<file path="src/rtl/instruction_fetch.sv">
// instruction_fetch: RV32I IF stage with credit-limited prefetch FIFO, IF/ID register and redirect flush
module instruction_fetch #(
   parameter int                    DATA_WIDTH = 32,
   parameter logic [DATA_WIDTH-1:0] RESET_PC   = 32'h0000_0000,
   parameter int                    FIFO_DEPTH = 2
) (
   input  logic                  clk,
   input  logic                  rst_n,
   input  logic                  clk_en,
   input  logic                  i_redirect,
   input  logic [DATA_WIDTH-1:0] i_redirect_pc,
   output logic                  o_imem_req_valid,
   input  logic                  i_imem_req_ready,
   output logic [DATA_WIDTH-1:0] o_imem_req_addr,
   input  logic                  i_imem_rsp_valid,
   input  logic [DATA_WIDTH-1:0] i_imem_rsp_data,
   output logic [DATA_WIDTH-1:0] o_if_inst,
   output logic [DATA_WIDTH-1:0] o_if_pc,
   output logic                  o_if_valid
);
   localparam int                    AW      = $clog2(FIFO_DEPTH);
   localparam int                    CW      = AW + 1;
   localparam logic [CW-1:0]         DEPTH_C = CW'(FIFO_DEPTH);
   localparam logic [DATA_WIDTH-1:0] NOP     = DATA_WIDTH'(32'h0000_0013);

   logic [DATA_WIDTH-1:0] fetch_pc;
   logic [CW-1:0]         outstanding, discard, fifo_count, live;
   logic [AW-1:0]         wr_ptr, rd_ptr;
   logic [DATA_WIDTH-1:0] fifo_inst [FIFO_DEPTH];
   logic [DATA_WIDTH-1:0] fifo_pc   [FIFO_DEPTH];
   logic [DATA_WIDTH-1:0] rsp_pc;
   logic                  req_hs, push, pop;

   // request credit, handshake, FIFO control and the pc of the word now returning
   always_comb begin
      o_imem_req_valid = rst_n && !i_redirect && (outstanding + fifo_count < DEPTH_C);
      o_imem_req_addr  = fetch_pc;
      req_hs           = o_imem_req_valid && i_imem_req_ready;
      push             = i_imem_rsp_valid && discard == '0 && !i_redirect;
      pop              = clk_en && !i_redirect && fifo_count != '0;
      live             = outstanding - discard;
      rsp_pc           = fetch_pc - {{(DATA_WIDTH-CW-2){1'b0}}, live, 2'b00};
   end

   // fetch pc, in-flight count and count of stale responses still to be dropped
   always_ff @(posedge clk) begin
      if (!rst_n) begin
         fetch_pc    <= RESET_PC;
         outstanding <= '0;
         discard     <= '0;
      end else begin
         fetch_pc    <= i_redirect ? (i_redirect_pc & ~DATA_WIDTH'(3)) :
                        req_hs     ? fetch_pc + DATA_WIDTH'(4) : fetch_pc;
         outstanding <= outstanding + CW'(req_hs) - CW'(i_imem_rsp_valid);
         discard     <= i_redirect                           ? outstanding - CW'(i_imem_rsp_valid) :
                        (i_imem_rsp_valid && discard != '0)  ? discard - CW'(1) : discard;
      end
   end

   // prefetch FIFO pointers; a redirect empties it
   always_ff @(posedge clk) begin
      if (!rst_n || i_redirect) begin
         wr_ptr     <= '0;
         rd_ptr     <= '0;
         fifo_count <= '0;
      end else begin
         wr_ptr     <= push ? wr_ptr + AW'(1) : wr_ptr;
         rd_ptr     <= pop ? rd_ptr + AW'(1) : rd_ptr;
         fifo_count <= fifo_count + CW'(push) - CW'(pop);
      end
   end

   // prefetch FIFO storage
   always_ff @(posedge clk) begin
      if (push) begin
         fifo_inst[wr_ptr] <= i_imem_rsp_data;
         fifo_pc[wr_ptr]   <= rsp_pc;
      end
   end

   // IF/ID register: load head of FIFO, else a bubble; redirect squashes
   always_ff @(posedge clk) begin
      if (!rst_n) begin
         o_if_inst  <= NOP;
         o_if_pc    <= '0;
         o_if_valid <= 1'b0;
      end else if (i_redirect) begin
         o_if_inst  <= NOP;
         o_if_valid <= 1'b0;
      end else if (clk_en) begin
         o_if_inst  <= pop ? fifo_inst[rd_ptr] : NOP;
         o_if_pc    <= pop ? fifo_pc[rd_ptr] : o_if_pc;
         o_if_valid <= pop;
      end
   end

   a_no_overflow: assert property (@(posedge clk) disable iff (!rst_n) push |-> fifo_count != DEPTH_C);
endmodule
</file>
<file path="config.mk">
export PLATFORM = sky130hd
export DESIGN_NAME = instruction_fetch
export DESIGN_NICKNAME = d
export VERILOG_FILES = /design/src/rtl/instruction_fetch.sv
export SDC_FILE = /design/constraint.sdc
export NUM_CORES = 1
export LEC_CHECK = 0
export ABC_CLOCK_PERIOD_IN_PS = 8300
export CELL_PAD_IN_SITES_DETAIL_PLACEMENT = 0
export CELL_PAD_IN_SITES_GLOBAL_PLACEMENT = 1
export CORE_MARGIN = 5
export CORE_UTILIZATION = 56
export CTS_BUF_LIST = sky130_fd_sc_hd__clkbuf_4 sky130_fd_sc_hd__clkbuf_8
export CTS_CLUSTER_SIZE = 30
export DETAILED_ROUTE_END_ITERATION = 6
export DONT_BUFFER_PORTS = 1
export PLACE_DENSITY_LB_ADDON = 0.08
export SYNTH_ARGS = -nofsm -noshare
export SYNTH_HDL_FRONTEND = slang
export SYNTH_SLANG_ARGS = --single-unit
</file>
<file path="constraint.sdc">
create_clock -name clk -period 8.3 [get_ports clk]
set_clock_uncertainty 0.05 [all_clocks]
set_input_delay 0.83 -clock clk [delete_from_list [all_inputs] [get_ports clk]]
set_output_delay 0.83 -clock clk [all_outputs]
set_load 0.005 [all_outputs]
</file>
# After elaboration in Yosys (flattened, before gate mapping)
# Memory sizes are Yosys's and may differ from the RTL's. A register that Yosys moved wholly into a read port is not among the register bits.
# Cells that the tools add are included.
# W data, S select, Z words.
# totals
ram_bits	128
mem_count	2
input_bits	70
output_inout_bits	98
register_bits	73
# memory_table
memory	words	word_bits	read_ports	rd_clocked_by_memory_dff	write_ports	line_no	source
fifo_inst	2	32	1	1	1	29	logic [DATA_WIDTH-1:0] fifo_inst [FIFO_DEPTH];
fifo_pc	2	32	1	1	1	30	logic [DATA_WIDTH-1:0] fifo_pc [FIFO_DEPTH];
# classes
bitwise	2
order_cmp	1
n_mux	9
n_reduce_logical	19
addsub	12
# op_table
cell	count
$mux W32	3
$add A32 B3 Y32 const B	1
$sub A32 B4 Y32	1
$logic_and A1 B1 Y1	8
$reduce_bool A2 Y1	4
$sub A2 B1 Y2	3
$add A2 B1 Y2	2
$mux W1	4
$mux W2	2
$logic_not A1 Y1	3
$reduce_and A3 Y1	1
$add A1 B1 Y1 const B	2
$add A2 B2 Y2	1
$logic_not A2 Y1	1
$lt A2 B2 Y1 const B	1
$not A1 Y1	2
$reduce_or A2 Y1	1
$sub A2 B1 Y2 const B	1
$sub A2 B2 Y2	1
$logic_or A1 B1 Y1	1

# Depth between registers and ports, before layout
# logic_depth
word_depth	6
ltp_mapped	12
depth_no_buf	11

# Least setup slack after synthesis
# OpenSTA, ideal clock, no wires.
# synth_timing
kind	input to register
startpoint	in i_redirect
endpoint	mem fifo_inst[0][0] (enable)
slack_ns	3.784
stages	4
t_required_ns	7.768
t_arrival_ns	3.983
path_buffers	1
cell_sequence	inv_1 > clkbuf_1 > nand3_1 > nor2_1
# synth_between
elab_chain_cells	4
# synth_lines
item	line_no	source
start, declared	10	input logic i_redirect,
$logic_not A1 Y1	39	push = i_imem_rsp_valid && discard == '0 && !i_redirect;
$logic_and A1 B1 Y1	39	
$mux W1	75	if (push) begin
$mux W1 (implied by the code)	76	fifo_inst[wr_ptr] <= i_imem_rsp_data;
end, declared	29	
# Every way passes these cells.

# Final worst setup path
# layout_timing
startpoint	reg outstanding[0]
endpoint	mem fifo_pc[1][31], data pin
# layout_between
elab_chain_cells	2
# layout_lines
item	line_no	source
start, declared	27	logic [CW-1:0] outstanding, discard, fifo_count, live;
start signal, assigned	54	outstanding <= outstanding + CW'(req_hs) - CW'(i_imem_rsp_valid);
$sub A2 B2 Y2	41	live = outstanding - discard;
$sub A32 B4 Y32	42	rsp_pc = fetch_pc - {{(DATA_WIDTH-CW-2){1'b0}}, live, 2'b00};
named net rsp_pc[31]	31	logic [DATA_WIDTH-1:0] rsp_pc;
end, declared	30	
# The timed path passes the listed nets, and every way through them passes these cells.

==> metrics.txt <==
Placed Cells 982; sw power 0.571 mW; Worst Reg2Reg Path Length in Cells 11; Int Pwr 1.91 mW; Clock Power Share 0.409; Area growth syn-to-layout 9.44%; combinational power share 0.073; DP HPWL 13.6 mm; CTS tree yes; synth warn 0; Initial Util 0.573; clock sinks 226; Max IR drop VDD 0.131 mV; Final setup viols 0; first-pass GRT wire length 31.8 mm; Seq/Total Area, Yosys 0.603; # Post-CTS Setup Buffers 0; die area 19800 um^2; CP delay by family, top simple AND/OR/NAND/NOR gates; cts repair resizes 0; count leader, synth edfxtp_1; RSZ-0062 raised after global routing no; largest net degree at the start of global routing 70; gr usage total 0.200; startpoint types flop; Post-synth EDFFs 124; crit-path max FO 6; core footprint 16700 um^2; final hold violations 0; Yosys reg bits 226; antenna-violating nets left 0; crit path DAT 3.11 ns; WL/cell 19.1 um; Distinct cells, synth 53; ordered cell list for the critical path inv_1, ha_1, xnor2_1, xnor2_1, inv_1, ha_1, nand2b_1, and4b_1, nand3_2, nor3_2, xor2_1; Leak 3.98 nW; max_cap viols 0; Skew-Pair Late Insertion Delay 0.51 ns; Slew HR 0.320; Critical Path End fifo_pc[1][31]; Final Instance Area 10500 um^2; Setup WS pre-CTS 5.09 ns; Final Max Tran Viols 0; number of global-route vias before repair 6105; WS Path Type reg -> reg; top post-synthesis cells by count edfxtp_1, dfxtp_1, nor2_1; WHS 0.361 ns; Worst Setup SP outstanding[0]; Max Fclk 355 MHz; worst hold path type in -> reg; setup TNS 0 ns; Slowest cell on crit path dfxtp_1; Total Wirelength 20.1 mm; Root Driver clkbuf_8; R2R Setup Slk 5.49 ns; Cell Pwr Density 237 nW/um^2; Worst EP required 8.60 ns; Num CTS Buffers 38; share of post-route cells with drive strength above 1 0.123; total grt overflow 0; IO Pins 168; Port Buf Inserts 0; main flop type after synthesis edfxtp_1; Tot Pwr 2.48 mW; top post-synthesis cells by area edfxtp_1, dfxtp_1, mux2i_1, o211a_1, nor2_1; Buf/Inv on CP 2; Nets 883; Die Y 141 um; RePlAce Congestion 0.856; CTS HTree Levels 2; slowest stage delay, CP 0.39 ns; worst r2r src outstanding[0]; post-synth top area cell edfxtp_1; Sequential Power Share 0.518; Post-Syn Area 9570 um^2; fin cells 1051; Final WS setup 5.49 ns; initial drt markers 234; antenna cells 0; clock transition at the registers of the reported paths 0.06 ns; DRC 0; min Tclk post-route 2.81 ns; Final Cycle Share 0.339; ys async rst share 0; Slew @ Worst Pin 1.02 ns; syn avg cell area 11.8 um^2; CTS Buffer Depth 3; vias per cell 5.72; Row Count 47; post-layout util 0.627; initial antenna violation count 1; Sw Ratio 0.230; status finished clean; DRT Pass-1 Iters 5; Die W 141 um; vias 6012; Mapped Cells 812; CTS Hold Buffers Added 0; Synth top area share 0.389; r2r endpoint fifo_pc[1][31]; Setup crit end kind flop; critical path depth in cells 11; placed inst area 9670 um^2
## metal layers
metal / vias to the layer above / part of all wire / track usage
met2: 183 / 0.49 / 0.341
met1: 2907 / 0.39 / 0.231
li1: 2885 / - / -
met5: - / 0.00060 / 0
met3: 35 / 0.094 / 0.0796
met4: 2 / 0.021 / 0.0653
## layout make-up
cell class,count,area [um^2]
Clock inverter,9,68.8
Fill cell,1367,6230
Clock buffer,60,738
Multi-Input combinational cell,509,3490
Timing Repair Buffer,7,52.6
Inverter,20,75.1
Sequential cell,226,5770
Tap cell,220,275
## worst min-delay path by stage
stage                            end  cells past startpoint                start
finish               fifo_inst[1][0]                      0   i_imem_rsp_data[0]
global route        fifo_inst[1][31]                      0  i_imem_rsp_data[31]
global placement       o_if_inst[12]                      2        o_if_inst[12]
CTS                 fifo_inst[1][15]                      0  i_imem_rsp_data[15]
floorplan                 o_if_valid                      2           o_if_valid
detailed placement     o_if_inst[12]                      2        o_if_inst[12]
## power by group through the flow
| stage | logic [mW] | clock network, mW | registers [mW] |
|---|---|---|---|
| final | 0.182 | 1.01 | 1.28 |
| after global routing | 0.208 | 1.10 | 1.29 |
| after CTS | 0.185 | 1.04 | 1.28 |
| after detailed placement | 0.184 | 0 | 1.31 |
| after global placement | 0.178 | 0 | 1.31 |
| after floorplan | 0.168 | 0 | 1.28 |
## cells by family (layout without fill, tap and decap cells)
kind of cell / after synthesis / in the layout / share of synthesized area
other: 1 / 4 / 0.000392
adder cells (fa/ha/maj): 11 / 11 / 0.0152
XOR/XNOR: 57 / 57 / 0.0530
AO/OA/AOI/OAI: 130 / 130 / 0.0923
flip-flops: 226 / 226 / 0.603
AND/OR/NAND/NOR: 241 / 241 / 0.132
multiplexers: 66 / 66 / 0.0698
buffers and inverters: 80 / 96 / 0.0350
## state kept, by name (all words and copies together), names as in the netlist, named ones only
signal           cells
fifo_pc             60
wr_ptr               1
o_imem_req_addr     30
o_if_valid           1
discard              2
rd_ptr               1
outstanding          2
o_if_inst           32
fifo_count           2
o_if_pc             30
fifo_inst           64
## cell usage in the layout (no fill, tap or decap), types with 3 or more instances in the layout
cell      instances
edfxtp_1        124
dfxtp_1         100
nor2_1           81
mux2i_1          60
nand2_1          59
clkbuf_8         46
a21oi_1          43
o211a_1          38
o21ai_0          30
xnor2_1          29
xor2_1           27
inv_1            19
nand3_1          18
clkbuf_4         14
nand4_1          11
ha_1             10
nand2b_1          9
nor3_1            9
or3_1             8
buf_4             7
mux2_2            6
nor4_1            6
and2_1            6
a31oi_1           5
clkinv_1          4
nor4_2            4
nor3_2            4
and4_1            4
conb_1            4
clkinv_2          4
and3_1            3
nor4_4            3
o22ai_1           3
Power figures use the tool's default switching activity.
